**config.mk**
```make
export PLATFORM = sky130hd
export DESIGN_NAME = multicycle_ctrl
export DESIGN_NICKNAME = d
export VERILOG_FILES = /design/src/rtl/mc_defs.sv /design/src/rtl/mc_mem_timer.sv /design/src/rtl/multicycle_ctrl.sv
export SDC_FILE = /design/constraint.sdc
export NUM_CORES = 1
export LEC_CHECK = 0
export ABC_AREA = 0
export CORE_ASPECT_RATIO = 0.5
export CORE_MARGIN = 10
export CORE_UTILIZATION = 45
export DETAILED_ROUTE_END_ITERATION = 10
export GPL_ROUTABILITY_DRIVEN = 0
export GPL_TIMING_DRIVEN = 0
export HOLD_SLACK_MARGIN = 0.08
export PLACE_DENSITY_LB_ADDON = 0.1
export SYNTH_ARGS = -nofsm -noshare
export SYNTH_HDL_FRONTEND = slang
export SYNTH_HIERARCHICAL = 1
export SYNTH_SLANG_ARGS = --single-unit
```
**constraint.sdc**
```tcl
create_clock -name clk -period 6.3 [get_ports clk]
set_input_delay 0.63 -clock clk [delete_from_list [all_inputs] [get_ports clk]]
set_output_delay 0.63 -clock clk [all_outputs]
set_load 0.01 [all_outputs]
```
**src/rtl/mc_defs.sv**
```systemverilog
// rtl/mc_defs.sv - shared encodings for the multicycle control FSM
package mc_defs;

    typedef enum logic [3:0] {
        ST_FETCH    = 4'd0,
        ST_DECODE   = 4'd1,
        ST_R_EXEC   = 4'd2,
        ST_R_WB     = 4'd3,
        ST_MEM_ADDR = 4'd4,
        ST_MEM_RD   = 4'd5,
        ST_MEM_WB   = 4'd6,
        ST_MEM_WR   = 4'd7,
        ST_BRANCH   = 4'd8,
        ST_I_EXEC   = 4'd9,
        ST_I_WB     = 4'd10,
        ST_TRAP     = 4'd11
    } state_t;

    localparam logic [5:0] OP_RTYPE = 6'b000000;
    localparam logic [5:0] OP_LW    = 6'b100011;
    localparam logic [5:0] OP_SW    = 6'b101011;
    localparam logic [5:0] OP_BEQ   = 6'b000100;
    localparam logic [5:0] OP_ADDI  = 6'b001000;
    localparam logic [5:0] OP_ANDI  = 6'b001100;
    localparam logic [5:0] OP_ORI   = 6'b001101;
    localparam logic [5:0] OP_SLTI  = 6'b001010;

    localparam logic [2:0] ALU_ADD = 3'b011;
    localparam logic [2:0] ALU_R   = 3'b010;
    localparam logic [2:0] ALU_SUB = 3'b110;
    localparam logic [2:0] ALU_AND = 3'b111;
    localparam logic [2:0] ALU_OR  = 3'b101;
    localparam logic [2:0] ALU_SLT = 3'b001;

    localparam logic [1:0] ERR_NONE    = 2'b00;
    localparam logic [1:0] ERR_ILLEGAL = 2'b01;
    localparam logic [1:0] ERR_TIMEOUT = 2'b10;

    function automatic logic [2:0] imm_alu_op(input logic [5:0] op);
        case (op)
            OP_ANDI: imm_alu_op = ALU_AND;
            OP_ORI:  imm_alu_op = ALU_OR;
            OP_SLTI: imm_alu_op = ALU_SLT;
            default: imm_alu_op = ALU_ADD;
        endcase
    endfunction

endpackage

```
**src/rtl/mc_mem_timer.sv**
```systemverilog
// rtl/mc_mem_timer.sv - counts memory wait cycles and flags the last allowed one
module mc_mem_timer (
    input  logic       clk,
    input  logic       rst,
    input  logic       i_clear,
    input  logic       i_enable,
    input  logic [7:0] i_limit,
    output logic       o_expired
);

    logic [7:0] r_count;

    always_ff @(posedge clk) begin
        if (rst || i_clear) begin
            r_count <= 8'd0;
        end else if (i_enable) begin
            r_count <= r_count + 8'd1;
        end
    end

    // r_count is the number of waiting cycles already spent, so the current one is r_count+1
    assign o_expired = (r_count == (i_limit - 8'd1));

endmodule

```
**src/rtl/multicycle_ctrl.sv**
```systemverilog
// rtl/multicycle_ctrl.sv - multicycle MIPS-subset control FSM with memory timeout trap
module multicycle_ctrl
    import mc_defs::*;
#(
    parameter int MEM_TIMEOUT = 15
) (
    input  logic       clk,
    input  logic       rst,
    input  logic [5:0] opcode,
    input  logic       zero,
    input  logic       mem_ready,
    output logic       pc_write,
    output logic       ir_write,
    output logic       i_or_d,
    output logic       mem_read,
    output logic       mem_write,
    output logic       mem_to_reg,
    output logic       reg_dst,
    output logic       reg_write,
    output logic       alu_src_a,
    output logic [1:0] alu_src_b,
    output logic [2:0] alu_op,
    output logic [1:0] pc_src,
    output logic       retire,
    output logic       fault,
    output logic [1:0] err_code
);

    localparam logic [7:0] LP_LIMIT = 8'(MEM_TIMEOUT);

    state_t     r_state;
    state_t     w_next_state;
    logic       r_fault;
    logic [1:0] r_err_code;
    logic [1:0] w_trap_cause;
    logic       w_waiting;
    logic       w_expired;

    logic       w_pc_write, w_ir_write, w_i_or_d, w_mem_read, w_mem_write;
    logic       w_mem_to_reg, w_reg_dst, w_reg_write, w_alu_src_a, w_retire;
    logic [1:0] w_alu_src_b, w_pc_src;
    logic [2:0] w_alu_op;

    assign w_waiting = (r_state == ST_FETCH) || (r_state == ST_MEM_RD) || (r_state == ST_MEM_WR);

    mc_mem_timer u_timer (
        .clk       (clk),
        .rst       (rst),
        .i_clear   (w_next_state != r_state),
        .i_enable  (w_waiting && !mem_ready),
        .i_limit   (LP_LIMIT),
        .o_expired (w_expired)
    );

    always_ff @(posedge clk) begin
        if (rst) begin
            r_state    <= ST_FETCH;
            r_fault    <= 1'b0;
            r_err_code <= ERR_NONE;
        end else begin
            r_state <= w_next_state;
            // Only the transition into TRAP records a cause, so the first one sticks
            if (w_next_state == ST_TRAP && r_state != ST_TRAP) begin
                r_fault    <= 1'b1;
                r_err_code <= w_trap_cause;
            end
        end
    end

    always_comb begin
        w_next_state = r_state;
        w_trap_cause = ERR_NONE;
        w_pc_write   = 1'b0;
        w_ir_write   = 1'b0;
        w_i_or_d     = 1'b0;
        w_mem_read   = 1'b0;
        w_mem_write  = 1'b0;
        w_mem_to_reg = 1'b0;
        w_reg_dst    = 1'b0;
        w_reg_write  = 1'b0;
        w_alu_src_a  = 1'b0;
        w_alu_src_b  = 2'b00;
        w_alu_op     = 3'b000;
        w_pc_src     = 2'b00;
        w_retire     = 1'b0;

        case (r_state)
            ST_FETCH: begin
                w_mem_read  = 1'b1;
                w_alu_src_b = 2'b01;
                w_alu_op    = ALU_ADD;
                w_ir_write  = mem_ready;
                w_pc_write  = mem_ready;
                if (mem_ready) begin
                    w_next_state = ST_DECODE;
                end else if (w_expired) begin
                    w_next_state = ST_TRAP;
                    w_trap_cause = ERR_TIMEOUT;
                end
            end
            ST_DECODE: begin
                w_alu_src_b = 2'b11;
                w_alu_op    = ALU_ADD;
                case (opcode)
                    OP_RTYPE:                          w_next_state = ST_R_EXEC;
                    OP_LW, OP_SW:                      w_next_state = ST_MEM_ADDR;
                    OP_BEQ:                            w_next_state = ST_BRANCH;
                    OP_ADDI, OP_ANDI, OP_ORI, OP_SLTI: w_next_state = ST_I_EXEC;
                    default: begin
                        w_next_state = ST_TRAP;
                        w_trap_cause = ERR_ILLEGAL;
                    end
                endcase
            end
            ST_R_EXEC: begin
                w_alu_src_a  = 1'b1;
                w_alu_op     = ALU_R;
                w_next_state = ST_R_WB;
            end
            ST_R_WB: begin
                w_reg_dst    = 1'b1;
                w_reg_write  = 1'b1;
                w_retire     = 1'b1;
                w_next_state = ST_FETCH;
            end
            ST_MEM_ADDR: begin
                w_alu_src_a  = 1'b1;
                w_alu_src_b  = 2'b10;
                w_alu_op     = ALU_ADD;
                w_next_state = (opcode == OP_LW) ? ST_MEM_RD : ST_MEM_WR;
            end
            ST_MEM_RD: begin
                w_mem_read = 1'b1;
                w_i_or_d   = 1'b1;
                if (mem_ready) begin
                    w_next_state = ST_MEM_WB;
                end else if (w_expired) begin
                    w_next_state = ST_TRAP;
                    w_trap_cause = ERR_TIMEOUT;
                end
            end
            ST_MEM_WB: begin
                w_reg_write  = 1'b1;
                w_mem_to_reg = 1'b1;
                w_retire     = 1'b1;
                w_next_state = ST_FETCH;
            end
            ST_MEM_WR: begin
                w_mem_write = 1'b1;
                w_i_or_d    = 1'b1;
                w_retire    = mem_ready;
                if (mem_ready) begin
                    w_next_state = ST_FETCH;
                end else if (w_expired) begin
                    w_next_state = ST_TRAP;
                    w_trap_cause = ERR_TIMEOUT;
                end
            end
            ST_BRANCH: begin
                w_alu_src_a  = 1'b1;
                w_alu_op     = ALU_SUB;
                w_pc_src     = 2'b01;
                w_pc_write   = zero;
                w_retire     = 1'b1;
                w_next_state = ST_FETCH;
            end
            ST_I_EXEC: begin
                w_alu_src_a  = 1'b1;
                w_alu_src_b  = 2'b10;
                w_alu_op     = imm_alu_op(opcode);
                w_next_state = ST_I_WB;
            end
            ST_I_WB: begin
                w_reg_write  = 1'b1;
                w_retire     = 1'b1;
                w_next_state = ST_FETCH;
            end
            ST_TRAP: begin
                w_next_state = ST_TRAP;
            end
            default: begin
                w_next_state = ST_TRAP;
                w_trap_cause = ERR_ILLEGAL;
            end
        endcase
    end

    // Reset blanks every output so an aborted instruction cannot leak a write strobe
    assign pc_write   = w_pc_write   & ~rst;
    assign ir_write   = w_ir_write   & ~rst;
    assign i_or_d     = w_i_or_d     & ~rst;
    assign mem_read   = w_mem_read   & ~rst;
    assign mem_write  = w_mem_write  & ~rst;
    assign mem_to_reg = w_mem_to_reg & ~rst;
    assign reg_dst    = w_reg_dst    & ~rst;
    assign reg_write  = w_reg_write  & ~rst;
    assign alu_src_a  = w_alu_src_a  & ~rst;
    assign alu_src_b  = w_alu_src_b  & {2{~rst}};
    assign alu_op     = w_alu_op     & {3{~rst}};
    assign pc_src     = w_pc_src     & {2{~rst}};
    assign retire     = w_retire     & ~rst;
    assign fault      = r_fault      & ~rst;
    assign err_code   = r_err_code   & {2{~rst}};

endmodule

```
Word-level counts from Yosys, hierarchy flattened:

Index checks and enable logic that the tools add are counted.
W data, S select, Z words.

* register bits after elaboration: 15
* output and inout bits: 20
* logic and storage cells: 88

* $add $sub $neg: 1
* eq/ne operators: 22
* muxes and demuxes: 25
* bitwise operators: 16
* reduce and logical (&&, ||, !) cells: 20

Operator list (count)
* $pmux W4 S8: 1
* $eq A6 B4 Y1 const B: 4
* $eq A4 B4 Y1 const B: 5
* $eq A4 B3 Y1 const B: 4
* $mux W4: 4
* $pmux W4 S4: 1
* $reduce_or A8 Y1: 2
* $eq A6 B6 Y1 const B: 2
* $pmux W2 S3: 2
* $pmux W3 S4: 1
* $reduce_or A4 Y1: 3
* $and A1 B1 Y1: 11
* $mux W1: 10
* $pmux W3 S3: 1
* $reduce_or A3 Y1: 3
* $add A8 B1 Y8 const B: 1
* $eq A4 B2 Y1 const B: 2
* $eq A8 B4 Y1 const B: 1
* $reduce_or A2 Y1: 4
* $and A2 B2 Y2: 3
* $eq A6 B3 Y1 const B: 1
* $logic_not A6 Y1: 1
* $mux W2: 3
* $eq A4 B1 Y1 const B: 1
* 9 further kinds: 13

Longest topological paths before layout:

Gate-level depths: netlist of the first run.

* depth after elaboration: 6
* gate-level depth with buffers: 14
* mapped depth without buffers: 13

Hierarchy:

Netlist of the first run, hierarchy kept.

Modules (own cells, without submodules)
* multicycle_ctrl: times used 1, cells each 140, area each 948.4 µm²
* mc_mem_timer: times used 1, cells each 71, area each 588.1 µm²

Worst setup path before layout of the first run:

Ideal clock, no wire load.

* path kind: register to register
* start point: register u_timer.r_count[3]
* end point: register u_timer.r_count[5]
* library setup time: 0.070 ns
* arrival time: 2.672 ns
* path slack: 3.558 ns
* cell stages (with the launch flop): 14
* buffers on the path: 2
* period minus slack after synthesis: 2.742 ns
* path through: dfxtp_1 -> clkbuf_1 -> nand2_1 -> mux2i_1 -> o31ai_1 -> a2111oi_2 -> or3_1 -> o221ai_2 -> o22ai_2 -> or3_1 -> a21o_1 -> or2_2 -> clkbuf_1 -> a21oi_1

* cells in the longest elaborated chain, start to end: 6
* elaborated cells between the ends (all ways): 9
* those cells by class: 1 x add/sub; 2 x eq/ne; 5 x mux; 1 x reduce/logical

RTL lines
* from (decl): line mc_mem_timer.sv:11 `logic [7:0] r_count;`
* from (signal assigned): line mc_mem_timer.sv:17 `r_count <= r_count + 8'd1;`
* $eq A8 B4 Y1 *: line mc_mem_timer.sv:22 `assign o_expired = (r_count == (i_limit - 8'd1));`
* net w_expired: line multicycle_ctrl.sv:37 `logic w_expired;`
* $mux W4 *: line multicycle_ctrl.sv:96, multicycle_ctrl.sv:137, multicycle_ctrl.sv:154
* $mux W4 (on tied branches): line multicycle_ctrl.sv:152, multicycle_ctrl.sv:94, multicycle_ctrl.sv:135
* $pmux W4 S8 *: line multicycle_ctrl.sv:87 `case (r_state)`
* $ne A4 B4 Y1 *: line multicycle_ctrl.sv:49 `.i_clear (w_next_state != r_state),`
* $logic_or A1 B1 Y1 *: line mc_mem_timer.sv:14 `if (rst || i_clear) begin`

The timed path passes the listed nets; every way through them passes the cells marked *.
A chain may end at the register's enable or synchronous reset.

Worst setup path in the final report of the first run:

* start point: register r_state[0]
* end point: output reg_write

* cells in the longest elaborated chain, start to end: 4
* elaborated cells between the ends (all ways): 6
* those cells by class: 3 x eq/ne; 1 x mux; 1 x bitwise; 1 x reduce/logical

RTL lines
* from (decl): line multicycle_ctrl.sv:31 `state_t r_state;`
* from (signal assigned): line multicycle_ctrl.sv:61 `r_state <= w_next_state;`
* $eq A4 B4 Y1, or another cell as far along: line multicycle_ctrl.sv:87
* $reduce_or A3 Y1 (no source line) *
* $mux W1 *: line multicycle_ctrl.sv:87
* $and A1 B1 Y1 *: line multicycle_ctrl.sv:196 `assign reg_write = w_reg_write & ~rst;`
* to (decl): line multicycle_ctrl.sv:19 `output logic reg_write,`

Mark *: on every way between the ends. The rest lies on a longest branch, timed or not.

==> out/summary.txt, run 1 <==
Vias in the first global route = 1,463
Area growth syn-to-layout = 28.8%
Initial core utilization = 49.0%
Htree depth = 1
CTS Buffer Depth = 2
Synthesized area = 1540 um2
Clock slew at reported path FFs = 0.06 ns
Max Clk Rate = 0.315 GHz
DR vias/cell = 5.43
Number of flops mapped to enable cells by yosys = 0
CP bufs+invs = 4
Via count = 1,651
CTS root buf = clkbuf_8
Crit-path slowest cell = clkdlybuf4s50_1
Hold Path Class = reg2reg
Arrival time at the worst endpoint = 2.55 ns
Die Ht = 61.3 um
Final hold vios = 0
Most used DFF post-synth = dfxtp_1
Port buffer count = 26
Final count of negative-setup-slack endpoints = 0
TritonCTS Sinks = 15
Largest net degree at the start of global routing = 11
Die Width = 103 um
Routed Antenna Nets = 0
Total gr overflow = 0
Power density over cell area = 261 nW/um2
Final nets = 277
R2R cell count = 13
Initial antenna violation count = 0
Hold Slack = 0.509 ns
Worst EP required = 5.67 ns
Adder-Cell Fraction of Synth Area = 1.63%
Outcome = finished clean
Maxcap violations = 0
CP max FO = 10
Placed wire-length estimate = 3190 um
Fraction of registers with async set/reset = 0%
Layout cells sized above 1 = 9.47%
First-pass detailed-route iteration total = 4
Mux share of post-synthesis cell area = 1.30%
Distinct cells, synth = 64
Worst slew pin tran = 0.511 ns
Top delay family on crit path = buffers and inverters
Mean Syn Cell Area = 7.28 um2
Non-Filler Instances = 304
Post-Route WL = 4070 um
Setup Buffers After CTS = 0
Site Rows = 14
Hold path depth = 2
Die area = 6290 um2
All-Layer GR Usage = 13.2%
Slowest stage delay, CP = 0.57 ns
Io pins = 30
Final Skew = 0.00244 ns
TritonCTS clock tree = built
Ys Warns = 6
Crit. End Element = primary output
Largest family of logic cells by synthesized area = simple AND/OR/NAND/NOR gates
# DRC = 0
CP most frequent cell = clkbuf_1
Setup ws final = 3.12 ns
Pleak = 0.784 nW
Max VDD drop = 0.135 mV
Final period util = 50.4%
XOR/XNOR Fraction of Synth Area = 7.98%
Clock buffer count from CTS = 3
Pre-CTS worst setup slack = 3.13 ns
Worst skew pair latency = 0.25 ns
Ant diodes = 0
Post-CTS Resized = 0
Util after Layout = 63.1%
DRT iter0 DRCs = 89
Post-synthesis compound-gate area fraction = 25.9%
First-pass GRT wire length = 6800 um
Crit path depth = 6
Number of synthesized register bits = 15
Crit start category = flop
Wire per inst = 13.4 um
Critical-path cell list = buf_2 -> clkbuf_1 -> clkbuf_1 -> nor3_1 -> a211oi_1 -> clkdlybuf4s50_1
Fin Setup TNS = 0 ns
CTS Hold Bufs = 0
Post-synthesis sequential area ratio = 19.5%
Synth Instances = 211
Core ar. = 3140 um2
Post-layout minimum cycle time = 3.18 ns
RSZ-0062 raised after global routing = false
Slew headroom = 65.9%
Crit Path Class = reg2out
Placed Cells = 300
Number of max-slew violations in the final report = 0
Simple-Gate Fraction of Synth Area = 36.2%
## area by class of cell
type                            instances  area, um2
Fill cell                             308       1160
Multi-Input combinational cell        195       1210
Clock inverter                          1       5.00
Tap cell                               40       50.0
Sequential cell                        15        300
Inverter                                7       26.3
Timing Repair Buffer                   26        260
Clock buffer                            3       41.3
Buffer                                 17       81.3
## routing by layer
metal / part of all wire, % / track usage, % / up-vias
li1: - / - / 846
met1: 46 / 16.6 / 747
met2: 45 / 21.9 / 54
met3: 8.3 / 3.35 / 4
met4: 0.42 / 4.38 / 0
met5: 0 / 0 / -
## through the flow
stage / area [um2] / power [mW]
after global routing: 1980 / 0.559
after CTS: 1980 / 0.518
final: 1980 / 0.517
after global placement: 1930 / 0.433
after floorplan: 1620 / 0.339
after detailed placement: 1930 / 0.435
## state kept, by name, summed over array words and instances (netlist names)
signal and flops:
r_fault 1, r_err_code 2, r_state 4, u_timer/r_count 8
## cells in the final DEF, fill, tap and decap left out, types with 6 or more instances in the layout
cell type	synthesis	layout
nor2b_1	6	6
xnor2_1	6	6
nand4_1	6	6
conb_1	2	25
nor3_1	7	7
clkdlybuf4s50_1	0	26
nand2b_1	7	7
nand2_1	14	14
xor2_1	8	8
dfxtp_1	15	15
nor2_1	25	25
inv_1	6	6
a21oi_1	8	8
o21ai_0	6	6
clkbuf_1	10	10
## path summary, 6_finish.rpt
path	startpoint	end	slack (ns)
worst min register to register	u_timer/r_count[7]	u_timer/r_count[7]	0.51
worst max-delay path	r_state[0]	reg_write	3.12
worst max register to register	u_timer/r_count[3]	u_timer/r_count[5]	3.23
worst min-delay path	u_timer/r_count[7]	u_timer/r_count[7]	0.51
## power breakdown
group          switching [mW]  internal, mW  total (mW)
clock                  0.0339        0.0438      0.0777
sequential             0.0118         0.108       0.120
combinational           0.179         0.141       0.320
## worst reg2reg max path, delay by kind of cell, from the launching register on
| family | cells | cell delay (ns) |
|---|---|---|
| AND/OR/NAND/NOR | 4 | 1.13 |
| AO/OA/AOI/OAI | 6 | 1.13 |
| buffers and inverters | 2 | 0.38 |
| multiplexers | 1 | 0.06 |
| flip-flops | 1 | 0.29 |
## Yosys cell counts (2+ instances only)
master | count | area (um2)
mux2i_1 | 2 | 20.0
inv_1 | 6 | 22.5
xor2_1 | 8 | 70.1
clkbuf_1 | 10 | 37.5
nor2_1 | 25 | 93.8
o21ai_1 | 5 | 25.0
a21o_1 | 3 | 22.5
o31ai_1 | 2 | 15.0
nor3_1 | 7 | 35.0
nand3b_1 | 3 | 22.5
ha_1 | 2 | 25.0
xnor2_1 | 6 | 52.6
a22oi_1 | 2 | 15.0
o211ai_1 | 2 | 15.0
nand2_1 | 14 | 52.6
nor2b_1 | 6 | 37.5
nand4_1 | 6 | 37.5
and2_1 | 2 | 12.5
o311ai_1 | 2 | 17.5
dfxtp_1 | 15 | 300
a211oi_1 | 4 | 30.0
a21oi_1 | 8 | 40.0
and3_1 | 3 | 18.8
nand3_1 | 4 | 20.0
nor3b_1 | 2 | 15.0
a31oi_1 | 2 | 12.5
nor4b_1 | 2 | 17.5
nand2b_1 | 7 | 43.8
buf_2 | 4 | 20.0
or3_1 | 5 | 31.3
o21ai_0 | 6 | 30.0
a22o_1 | 2 | 17.5
o21a_1 | 2 | 15.0
conb_1 | 2 | 7.51
## kinds of logic after synthesis
| logic type | after synthesis |
|---|---|
| simple gates | 98 |
| fa+ha+maj | 2 |
| mux | 2 |
| compound gates | 54 |
| buf+inv | 24 |
| other cells | 2 |
| flops | 15 |
| xor+xnor | 14 |
Note: power is estimated with default switching activity, not from simulation.
==> run 2: changes to the inputs <==
==> constraint.sdc (replaced) <==
create_clock -name clk -period 3.2 [get_ports clk]
set_input_delay 0.32 -clock clk [delete_from_list [all_inputs] [get_ports clk]]
set_output_delay 0.32 -clock clk [all_outputs]
set_load 0.01 [all_outputs]
==> run 2 against run 1 <==
Against the previous run:
- die area unchanged
- cell area up 1.0%
- clock power up 97%
- via count up 0.36%
- register-to-register slack worse by 3.0 ns
- setup slack worse by 2.9 ns
- routed wire length up 1.8%
- global-route usage unchanged
- largest cell class unchanged
- largest power group unchanged
- highest routed layer unchanged
==> out/summary.txt, run 2 (synthesis results as in run 1) <==
Power density over cell area = 512 nW/um2
Pleak = 0.783 nW
Worst reg2reg path startpoint = u_timer/r_count[3]
Worst skew pair latency = 0.25 ns
Core ar. = 3140 um2
Biggest register = u_timer/r_count
RSZ-0062 raised after global routing = false
Clock buffer count from CTS = 3
Initial antenna violation count = 0
TritonCTS Sinks = 15
Post-layout minimum cycle time = 3.02 ns
First-pass GRT wire length = 6800 um
Hold Startpoint = u_timer/r_count[7]
CTS root buf = clkbuf_8
Routed Antenna Nets = 0
DRT iter0 DRCs = 81
Capturing point of the worst reg2reg path = u_timer/r_count[5]
Outcome = finished clean
Max reg flops = 8
Fin Setup TNS = 0 ns
Ant diodes = 0
Final count of negative-setup-slack endpoints = 0
Area growth syn-to-layout = 30.1%
Commonest non-fill, non-tap cells in the layout = clkdlybuf4s50_1 (26), nor2_1 (25), conb_1 (25)
Final nets = 276
Final period util = 94.3%
Die area = 6290 um2
Number of max-slew violations in the final report = 0
Via count = 1,657
Maxcap violations = 0
Crit Path Class = reg2reg
Final hold vios = 0
Worst slew pin tran = 0.511 ns
Largest net degree at the start of global routing = 11
# DRC = 0
Placed Cells = 300
Commonest non-fill, non-tap cell in the layout = clkdlybuf4s50_1
Arrival time at the worst endpoint = 3.20 ns
Placed wire-length estimate = 3190 um
CTS Buffer Depth = 2
Total gr overflow = 0
Die Width = 103 um
Max VDD drop = 0.265 mV
Non-Filler Instances = 303
Layout cells sized above 1 = 10.3%
First-pass detailed-route iteration total = 4
Crit. End Element = flop
Max Clk Rate = 0.331 GHz
All-Layer GR Usage = 13.2%
Post-Route WL = 4140 um
Hold path depth = 2
Site Rows = 14
Hold Path End = u_timer/r_count[7]
Die Ht = 61.3 um
TritonCTS clock tree = built
Slew headroom = 65.9%
Final Skew = 0.00260 ns
Worst EP required = 3.38 ns
CP max FO = 9
Htree depth = 1
Clock slew at reported path FFs = 0.06 ns
Top flop regs = u_timer/r_count (8), r_state (4), r_err_code (2)
R2r setup slk = 0.18 ns
Io pins = 30
Vias in the first global route = 1,463
Wire per inst = 13.7 um
Initial core utilization = 49.0%
Final Power = 1.02 mW
DR vias/cell = 5.47
Crit start category = flop
R2R cell count = 12
Port buffer count = 26
Hold Path Class = reg2reg
[run 2: cell types whose count changed in the layout (fill, tap and decap cells not counted)]
cell | previous run | this run
nor4_2 | 0 | 1
a2111oi_2 | 1 | 0
o31ai_2 | 0 | 1
clkbuf_1 | 10 | 9
nor4_1 | 1 | 0
o31ai_1 | 2 | 1
a2111oi_4 | 0 | 1
[run 2: layout make-up]
type	instances	area, um2
buffer	16	77.6
clock buffer	3	41.3
clock inverter	1	5.00
fill	302	1140
inverter	7	26.3
multi-input combinational	195	1240
sequential	15	300
tap	40	50.0
timing repair buffer	26	260
[run 2: report_power, final]
part	total, mW	internal [mW]	switching, mW	leakage, nW
Sequential	0.236	0.213	0.0231	0.122
Combinational	0.635	0.278	0.357	0.636
Clock	0.153	0.0862	0.0668	0.0255
[run 2: critical path: stages (launching register included)]
cell       delay, ns
dfxtp_1         0.39
nand2_1         0.09
mux2i_1         0.09
o31ai_2         0.33
a2111oi_4       0.15
or3_1           0.42
o221ai_2        0.20
o22ai_2         0.17
or3_1           0.34
a21o_1          0.16
or2_2           0.28
clkbuf_1        0.19
a21oi_1         0.15
[run 2: layer usage]
metal / vias up / global-route usage (%) / part of all wire (%)
met5: - / 0 / 0
met4: 0 / 4.38 / 0.41
met3: 4 / 3.35 / 9.2
met2: 65 / 21.9 / 46
met1: 741 / 16.6 / 45
li1: 847 / - / -
[run 2: worst max path at each step]
stage / slack, ns / start / end / cells past startpoint
detailed placement: 0.17 / u_timer/r_count[3] / u_timer/r_count[5] / 13
finish: 0.18 / u_timer/r_count[3] / u_timer/r_count[5] / 12
CTS: 0.14 / u_timer/r_count[3] / u_timer/r_count[5] / 13
global route: 0.03 / u_timer/r_count[3] / u_timer/r_count[5] / 12
floorplan: 0.46 / u_timer/r_count[3] / u_timer/r_count[5] / 13
global placement: 0.18 / u_timer/r_count[3] / u_timer/r_count[7] / 13
[run 2: what timing repair did]
item / 4_1_cts / 5_1_grt
gates resized for setup: 0 / 3
setup buffers: 0 / 0
hold buffers: 0 / 0
endpoints found under the setup margin: 0 / 8
[run 2: stage by stage]
| stage | worst slack (ns) | utilization [%] | hold WS, ns | area [um2] |
|---|---|---|---|---|
| after floorplan | 0.458 | - | 0.470 | 1620 |
| after detailed placement | 0.172 | 61.7 | 0.494 | 1930 |
| after global routing | 0.0269 | 63.8 | 0.546 | 2000 |
| final | 0.182 | 63.8 | 0.510 | 2000 |
| after global placement | 0.179 | 61.7 | 0.481 | 1930 |
| after CTS | 0.140 | 63.1 | 0.504 | 1980 |
